`src/rtl/plic_scan_arbiter.sv`:
```
// plic_scan_arbiter
//  Sequential priority resolver for one PLIC target. A single registered
//  compare stage visits one source per clock and keeps the best candidate
//  seen so far; at the end of each scan the winner is published on id_o,
//  priority_o and irq_o, with a one-cycle result_vld_o pulse.
//  Claimed sources are masked out of the scan until they are completed.
//
//  Optional feature macro: PLIC_SCAN_EARLY_EXIT_EN
//   When defined, a scan ends as soon as the best priority reaches the
//   all-ones value. Lower IDs win ties, so the result matches a full scan.
module plic_scan_arbiter #(
   parameter int SOURCES       = 8,
   parameter int PRIORITIES    = 7,
   parameter int SOURCES_BITS  = $clog2(SOURCES + 1),
   parameter int PRIORITY_BITS = $clog2(PRIORITIES)
) (
   input  logic                               clk_i,
   input  logic                               rst_i,
   input  logic                               en_i,
   input  logic [SOURCES-1:0]                 ip_i,
   input  logic [SOURCES-1:0]                 ie_i,
   input  logic [SOURCES*PRIORITY_BITS-1:0]   ipriority_i,
   input  logic [PRIORITY_BITS-1:0]           threshold_i,
   input  logic                               claim_i,
   input  logic                               complete_i,
   input  logic [SOURCES_BITS-1:0]            complete_id_i,
   output logic [SOURCES_BITS-1:0]            id_o,
   output logic [PRIORITY_BITS-1:0]           priority_o,
   output logic                               irq_o,
   output logic                               result_vld_o,
   output logic                               busy_o
);

   localparam logic [0:0] ST_IDLE = 1'b0;
   localparam logic [0:0] ST_SCAN = 1'b1;

   localparam logic [SOURCES_BITS-1:0]  ID_NONE  = {SOURCES_BITS{1'b0}};
   localparam logic [SOURCES_BITS-1:0]  ID_FIRST = SOURCES_BITS'(1);
   localparam logic [SOURCES_BITS-1:0]  ID_LAST  = SOURCES_BITS'(SOURCES);
   localparam logic [PRIORITY_BITS-1:0] PRI_ZERO = {PRIORITY_BITS{1'b0}};
   localparam logic [PRIORITY_BITS-1:0] PRI_MAX  = {PRIORITY_BITS{1'b1}};

   logic [0:0]               state_r;
   logic [SOURCES_BITS-1:0]  idx_r;
   logic [SOURCES_BITS-1:0]  best_id_r;
   logic [PRIORITY_BITS-1:0] best_pri_r;
   logic [SOURCES-1:0]       claimed_r;     // bit i-1 = source i
   logic [SOURCES_BITS-1:0]  id_r;
   logic [PRIORITY_BITS-1:0] priority_r;
   logic                     irq_r;
   logic                     result_vld_r;

   logic                     cur_ip_s;
   logic                     cur_ie_s;
   logic                     cur_claimed_s;
   logic [PRIORITY_BITS-1:0] cur_pri_s;
   logic                     candidate_s;
   logic [SOURCES_BITS-1:0]  next_best_id_s;
   logic [PRIORITY_BITS-1:0] next_best_pri_s;
   logic                     scan_last_s;
   logic                     claim_ok_s;
   logic [SOURCES-1:0]       claim_mask_s;
   logic [SOURCES-1:0]       complete_mask_s;
   logic [SOURCES-1:0]       claimed_next_s;

   assign id_o         = id_r;
   assign priority_o   = priority_r;
   assign irq_o        = irq_r;
   assign result_vld_o = result_vld_r;
   assign busy_o       = (state_r == ST_SCAN);

   // Pick out the pending/enable/claimed/priority of the source under the scan index.
   always_comb begin
      cur_ip_s      = 1'b0;
      cur_ie_s      = 1'b0;
      cur_claimed_s = 1'b0;
      cur_pri_s     = PRI_ZERO;
      for (int i = 0; i < SOURCES; i++) begin
         cur_ip_s      = cur_ip_s      | (ip_i[i]      & (idx_r == SOURCES_BITS'(i + 1)));
         cur_ie_s      = cur_ie_s      | (ie_i[i]      & (idx_r == SOURCES_BITS'(i + 1)));
         cur_claimed_s = cur_claimed_s | (claimed_r[i] & (idx_r == SOURCES_BITS'(i + 1)));
         cur_pri_s     = cur_pri_s
                       | (ipriority_i[i*PRIORITY_BITS +: PRIORITY_BITS]
                          & {PRIORITY_BITS{idx_r == SOURCES_BITS'(i + 1)}});
      end
   end

   // Compare the current source against the running best; strict > keeps lower IDs on ties.
   always_comb begin
      candidate_s = cur_ip_s & cur_ie_s & ~cur_claimed_s & (cur_pri_s > best_pri_r);
      if (candidate_s) begin
         next_best_id_s  = idx_r;
         next_best_pri_s = cur_pri_s;
      end else begin
         next_best_id_s  = best_id_r;
         next_best_pri_s = best_pri_r;
      end
`ifdef PLIC_SCAN_EARLY_EXIT_EN
      scan_last_s = (idx_r == ID_LAST) | (next_best_pri_s == PRI_MAX);
`else
      scan_last_s = (idx_r == ID_LAST);
`endif
   end

   // Next claimed mask: completes clear only claimed bits, a claim of the same ID wins.
   always_comb begin
      claim_ok_s = claim_i & (id_r != ID_NONE);
      for (int i = 0; i < SOURCES; i++) begin
         claim_mask_s[i]    = claim_ok_s & (id_r == SOURCES_BITS'(i + 1));
         complete_mask_s[i] = complete_i & claimed_r[i]
                            & (complete_id_i == SOURCES_BITS'(i + 1));
      end
      claimed_next_s = (claimed_r & ~complete_mask_s) | claim_mask_s;
   end

   // Scan FSM, running best, published result and claimed mask.
   always_ff @(posedge clk_i or posedge rst_i) begin
      if (rst_i) begin
         state_r      <= ST_IDLE;
         idx_r        <= ID_FIRST;
         best_id_r    <= ID_NONE;
         best_pri_r   <= PRI_ZERO;
         claimed_r    <= {SOURCES{1'b0}};
         id_r         <= ID_NONE;
         priority_r   <= PRI_ZERO;
         irq_r        <= 1'b0;
         result_vld_r <= 1'b0;
      end else begin
         claimed_r    <= claimed_next_s;
         result_vld_r <= 1'b0;
         // A successful claim retires the published winner immediately.
         if (claim_ok_s) begin
            id_r       <= ID_NONE;
            priority_r <= PRI_ZERO;
            irq_r      <= 1'b0;
         end
         case (state_r)
            ST_IDLE: begin
               if (en_i) begin
                  state_r    <= ST_SCAN;
                  idx_r      <= ID_FIRST;
                  best_id_r  <= ID_NONE;
                  best_pri_r <= PRI_ZERO;
               end else begin
                  state_r    <= ST_IDLE;
               end
            end
            ST_SCAN: begin
               if (!en_i) begin
                  // Abandon the scan; published outputs hold.
                  state_r <= ST_IDLE;
               end else if (claim_ok_s) begin
                  // Rescan from the top so the new mask is seen everywhere.
                  idx_r      <= ID_FIRST;
                  best_id_r  <= ID_NONE;
                  best_pri_r <= PRI_ZERO;
               end else if (scan_last_s) begin
                  id_r         <= next_best_id_s;
                  priority_r   <= next_best_pri_s;
                  irq_r        <= (next_best_pri_s > threshold_i);
                  result_vld_r <= 1'b1;
                  idx_r        <= ID_FIRST;
                  best_id_r    <= ID_NONE;
                  best_pri_r   <= PRI_ZERO;
               end else begin
                  idx_r      <= idx_r + SOURCES_BITS'(1);
                  best_id_r  <= next_best_id_s;
                  best_pri_r <= next_best_pri_s;
               end
            end
            default: begin
               state_r <= ST_IDLE;
               idx_r   <= ID_FIRST;
            end
         endcase
      end
   end

endmodule
```
`config.mk`:
```
export PLATFORM = sky130hd
export DESIGN_NAME = plic_scan_arbiter
export DESIGN_NICKNAME = d
export VERILOG_FILES = /design/src/rtl/plic_scan_arbiter.sv
export SDC_FILE = /design/constraint.sdc
export NUM_CORES = 1
export LEC_CHECK = 0
export ABC_AREA = 0
export CELL_PAD_IN_SITES_DETAIL_PLACEMENT = 0
export CELL_PAD_IN_SITES_GLOBAL_PLACEMENT = 1
export CORE_MARGIN = 8
export CORE_UTILIZATION = 30
export CTS_CLUSTER_SIZE = 30
export DETAILED_ROUTE_END_ITERATION = 16
export PLACE_DENSITY_LB_ADDON = 0.1
export SYNTH_ARGS = -nofsm -noshare
export SYNTH_HDL_FRONTEND = slang
export SYNTH_SLANG_ARGS = --single-unit
export TNS_END_PERCENT = 20
```
`constraint.sdc`:
```
create_clock -name clk_i -period 3.9 [get_ports clk_i]
set_input_delay 0.78 -clock clk_i [delete_from_list [all_inputs] [get_ports clk_i]]
set_output_delay 0.78 -clock clk_i [all_outputs]
set_load 0.02 [all_outputs]
```
# == Word-level counts from Yosys, hierarchy flattened ==
# Index checks and enable logic that the tools add are counted.
# op_classes
eq_ne,26
reduce_logical,2
bitwise_logic,93
n_mux,37
shift,0
div,0
add_sub_neg,1
n_mul,0
n_lt_le_gt_ge,2
# ops
op,n
4-bit two-way mux,14
1-bit bitwise AND,52
4-bit by 3-bit equality test with 1-bit output (second input constant),12
3-bit two-way mux,10
3-bit bitwise AND,8
4-bit by 2-bit equality test with 1-bit output (second input constant),6
1-bit bitwise OR,21
3-bit bitwise OR,7
4-bit one-hot mux with 2 select lines,2
4-bit by 1-bit equality test with 1-bit output (second input constant),3
4-bit equality test (second input constant),3
1-bit two-way mux,10
8-bit bitwise AND,1
8-bit NOT,1
8-bit bitwise OR,1
3-bit greater-than comparator,2
3-bit one-hot mux with 2 select lines,1
4-bit by 1-bit adder with 4-bit output (second input constant),1
2-bit inequality test (second input constant),2
4-bit nonzero test,1
1-bit NOT,2
2-bit AND reduction,1
# totals
mem_bits_ro,0
ram_bits,0
elab_cells,170
memories,0
inputBits,52
regBits,29
latch_bits,0

# == Depth between registers and ports, before layout ==
# depth
ltp_word,18
mapped_depth,21

# == Least setup slack after synthesis ==
# No wires, ideal clock.
# synth_path
path_type,reg2reg
startpoint,reg idx_r[0]
endpoint,"reg irq_r, in the netlist irq_o"
slack_ns,0.234
t_arrival_ns,3.543
stages_incl_launch_ff,20
synth_period_minus_slack_ns,3.666
t_required_ns,3.776
path_buffers,1
cell_sequence,dfstp_2 -> inv_1 -> ha_1 -> buf_4 -> a222oi_1 -> nor2_1 -> nor2_1 -> o21ai_0 -> ha_1 -> and2_1 -> a21boi_0 -> o211ai_2 -> o21ai_0 -> nand2_1 -> ha_1 -> a21o_1 -> a21oi_1 -> a311oi_1 -> a21oi_1 -> nor2_1
# synth_between
elab_chain_cells,18
# synth_lines
item,line,text
from (decl),44,logic [SOURCES_BITS-1:0] idx_r;
from (signal assigned),166,idx_r <= idx_r + SOURCES_BITS'(1);
"parallel branches: the longest is 14 deep, another holds 3-bit greater-than comparator",n/a,
1-bit two-way mux *,157,end else if (scan_last_s) begin
1-bit two-way mux *,152,end else if (claim_ok_s) begin
1-bit two-way mux *,149,if (!en_i) begin
1-bit two-way mux *,137,case (state_r)
to (signal assigned),160,irq_r <= (next_best_pri_s > threshold_i);
to (decl),50,logic irq_r;
# Mark *: on every way between the ends.
# A chain may end at the register's enable or synchronous reset.

# == Worst setup path after layout ==
# layout_path
startpoint,in ipriority_i[13]
endpoint,"reg irq_r, in the netlist irq_o"
# layout_between
elab_chain_cells,13
# layout_lines
item,line,text
from (decl),22,"input logic [SOURCES*PRIORITY_BITS-1:0] ipriority_i,"
3-bit bitwise AND *,84,& {PRIORITY_BITS{idx_r == SOURCES_BITS'(i + 1)}});
3-bit bitwise OR * (4 in series),83,| (ipriority_i[i*PRIORITY_BITS +: PRIORITY_BITS]
3-bit greater-than comparator,90,candidate_s = cur_ip_s & cur_ie_s & ~cur_claimed_s & (cur_pri_s > best_pri_r);
1-bit bitwise AND,90,
3-bit two-way mux *,91,if (candidate_s) begin
3-bit greater-than comparator *,160,
1-bit two-way mux *,157,
1-bit two-way mux *,152,
1-bit two-way mux *,149,
1-bit two-way mux *,137,
# Mark *: on every way between the ends. The rest lies on a longest branch, timed or not.

==> results.ini <==
[sta]
setup_viol=0
relSlewSlack_pct=51.0
finClkSkew_ps=11.2
period_needed_ps=3590
hold_ws_ps=504
fmax_mhz=278
drv_slew=0
worst_pin_slew_ps=726
setup_ws_ps=305
rsz0062_at_grt=false
fin_crit_sh_pct=92.2
finalHoldViolCount=0

[power]
p_leak_nw=1.21
switching_share_pct=32.7
p_comb_share_pct=38.6
switchingPower_mw=0.362
power.density_nw_per_um2=370
ir_drop_mv=0.187
p_clk_share_pct=30.2
p_seq_share_pct=31.1
p_int_mw=0.745

[clock_network]
clock_sinks=29
ctsHoldBuffers=0
cts_tree=done
cts-root-buf=clkbuf_8
clk_latency_ps=290
cts_made_buffers=5
h-tree-depth=2
cts.clk_slew.worst_paths_ps=70
clock_tree.buffer_depth=2

[critical_path]
required_ps=4070
crit_path_end_kind=register
cp_max_fo=4
startpoint_type=input pin
arrival_ps=3760
path_class=in -> reg

[layout]
nets=370
final_cells=387
antennaDiodeCount=0
design_area_um2=2990
drive_above_1_share_pct=16.1
utilization_pct=46.8
fillCellCount=649
area_delta_synth_final_pct=49.4

[yosys]
yosysSeqAreaShare_pct=36.3
synthSimpleGateAreaFrac_pct=17.6
synth_top_family_by_area=compound AO/OA/AOI/OAI gates
async_reset_ff_share_pct=100
synth_xor_area_share_pct=0
synthMuxAreaShare_pct=0.500
synth_area_leaders=dfrtp_1 (35%), ha_1 (5.6%), nand2_1 (5.3%)
syn_area_um2=2000
synth_area_leader_cell=dfrtp_1
synth_edf_count=0
netlist.area_leader.share_pct=35.0
avgSynthCellArea_um2=8.78
yosys_warnings=0
ys_ff_latch=29
synth-compound-area-share_pct=33.1
yosysUniqueCellTypes=49
syn_nets=289
synth_fa_ha_area_share_pct=5.63
synth-main-ff-cell=dfrtp_1
synth_cells=228

[detailed_routing]
vias_per_cell=5.37
drtPass1Iterations=7
route.detailed.drc=0
drt_iter0_drc=76
routed_wl_mm=6.76
antenna_left=0
drt-wirelength-per-cell_um=17.5
num_vias=2078

[placement]
post-place-cells=379
place_area_um2=2820
post-place-ws_ps=-91.9
port_buffers=61
routabilityCongestion=0.823
dp_hpwl_mm=5.25

[global_routing]
grt_remaining_overflow=0
track_usage_pct=14.8
antenna_found_initial=0
grt_max_degree=30
grt_pass1_vias=2164
grt_pass1_wl_mm=11.6

[die]
num_io_pins=62
die-width_um=97.7
coreArea_um2=6390
initial_core_util_pct=31.3
rows=29
design.die.area_um2=9540
die_height_um=97.7

[status]
status=finished clean

[min_path]
hp-class=reg -> reg

[job]
max-cap-violations=0

==> stage by stage <==
| step | total power, mW | TNS, ps |
|---|---|---|
| floorplan | 0.575 | 0 |
| global placement | 0.753 | -19.0 |
| detailed placement | 0.754 | -91.9 |
| CTS | 1.10 | 0 |
| global route | 1.18 | 0 |
| finish | 1.11 | 0 |
==> power by group through the flow <==
stage	sequential, mW	combinational, mW	clock, mW
4_1_cts	0.342	0.409	0.344
3_3_place_gp	0.348	0.406	0
3_5_place_dp	0.347	0.407	0
6_report	0.344	0.428	0.335
5_1_grt	0.348	0.476	0.358
2_1_floorplan	0.341	0.234	0
==> area by class of cell <==
class	count	area, µm²	share of cell area (%)
multi-input combinational	172	1190	39.7
inverter	15	56.3	1.88
clock buffer	6	82.6	2.76
timing repair buffer	86	802	26.8
tap	77	96.3	3.22
clock inverter	2	37.5	1.26
sequential	29	727	24.3
==> critical path: stages <==
cell and delay (ps):
clkdlybuf4s50_1 400, a222oi_1 400, a31oi_1 180, ha_1 320
and2_1 170, a21boi_2 180, buf_4 140, o211a_4 240
nand3_1 90, nand2_1 60, ha_1 280, a21o_1 160
a21oi_1 130, a311oi_1 60, a21oi_1 120, nor2_1 50
==> path summary, 6_finish.rpt <==
check | endpoint | slack, ps | from | depth (start not counted)
worst min register to register | claimed_r[7]$_DFF_PP0_ | 500 | claimed_r[7]$_DFF_PP0_ | 2
min in group asynchronous | best_id_r[2]$_DFFE_PP0P_ | 870 | rst_i | 3
worst max register to register | irq_o$_DFF_PP0_ | 310 | idx_r[1]$_DFFE_PP0P_ | 19
worst min-delay path | claimed_r[7]$_DFF_PP0_ | 500 | claimed_r[7]$_DFF_PP0_ | 2
max in group asynchronous | idx_r[0]$_DFFE_PP1P_ | 2710 | rst_i | 3
worst max-delay path | irq_o$_DFF_PP0_ | 310 | ipriority_i[13] | 16
==> repair_timing <==
| action | CTS | global route |
|---|---|---|
| endpoints found under the hold margin | 0 | 0 |
| setup buffers | 0 | 0 |
| gates resized for setup | 0 | 15 |
| endpoints found under the setup margin | 0 | 1 |
==> sequential cells by signal (all words and copies together) (netlist names) <==
| register | cells |
|---|---|
| idx_r | 4 |
| best_id_r | 4 |
| busy_o | 1 |
| irq_o | 1 |
| claimed_r | 8 |
| id_o | 4 |
| result_vld_o | 1 |
| priority_o | 3 |
| best_pri_r | 3 |
==> cells by family (layout without fill, tap and decap cells) <==
| group | Yosys count | in the layout |
|---|---|---|
| buffers and inverters | 27 | 109 |
| AO/OA/AOI/OAI | 91 | 91 |
| flip-flops | 29 | 29 |
| multiplexers | 1 | 1 |
| adder cells (fa/ha/maj) | 9 | 9 |
| AND/OR/NAND/NOR | 71 | 71 |
==> per-layer routing <==
metal	vias to the layer above	part of all wire [%]	GRT usage (%)
met4	0	1.2	4.55
li1	1029	-	-
met3	6	4.3	3.27
met1	991	52	20.6
met5	-	0	0
met2	52	43	21.9
==> synthesized netlist by cell type (3+ instances only) <==
| library cell | count |
|---|---|
| a21o_1 | 3 |
| a21oi_1 | 9 |
| a222oi_1 | 4 |
| a22oi_1 | 10 |
| a31oi_1 | 4 |
| buf_2 | 4 |
| buf_6 | 3 |
| clkbuf_1 | 3 |
| dfrtp_1 | 28 |
| ha_1 | 9 |
| inv_1 | 15 |
| nand2_1 | 28 |
| nand2b_1 | 5 |
| nand3_1 | 10 |
| nand3b_1 | 4 |
| nor2_1 | 8 |
| nor3_1 | 4 |
| o211ai_1 | 7 |
| o21ai_0 | 21 |
| o221ai_1 | 3 |
| o31ai_1 | 4 |
==> placed cells by master (no fill, tap or decap), drive strengths merged, types with 3 or more instances in the layout <==
master         count
clkdlybuf4s50     61
nand2             29
dfrtp             28
buf               25
o21ai             22
inv               15
a22oi             10
nand3             10
a21oi              9
ha                 9
nor2               8
o211ai             8
clkbuf             6
nand2b             5
nand3b             4
a222oi             4
nor3               4
a31oi              4
o31ai              4
a21o               3
o221ai             3
Power figures use the tool's default switching activity.
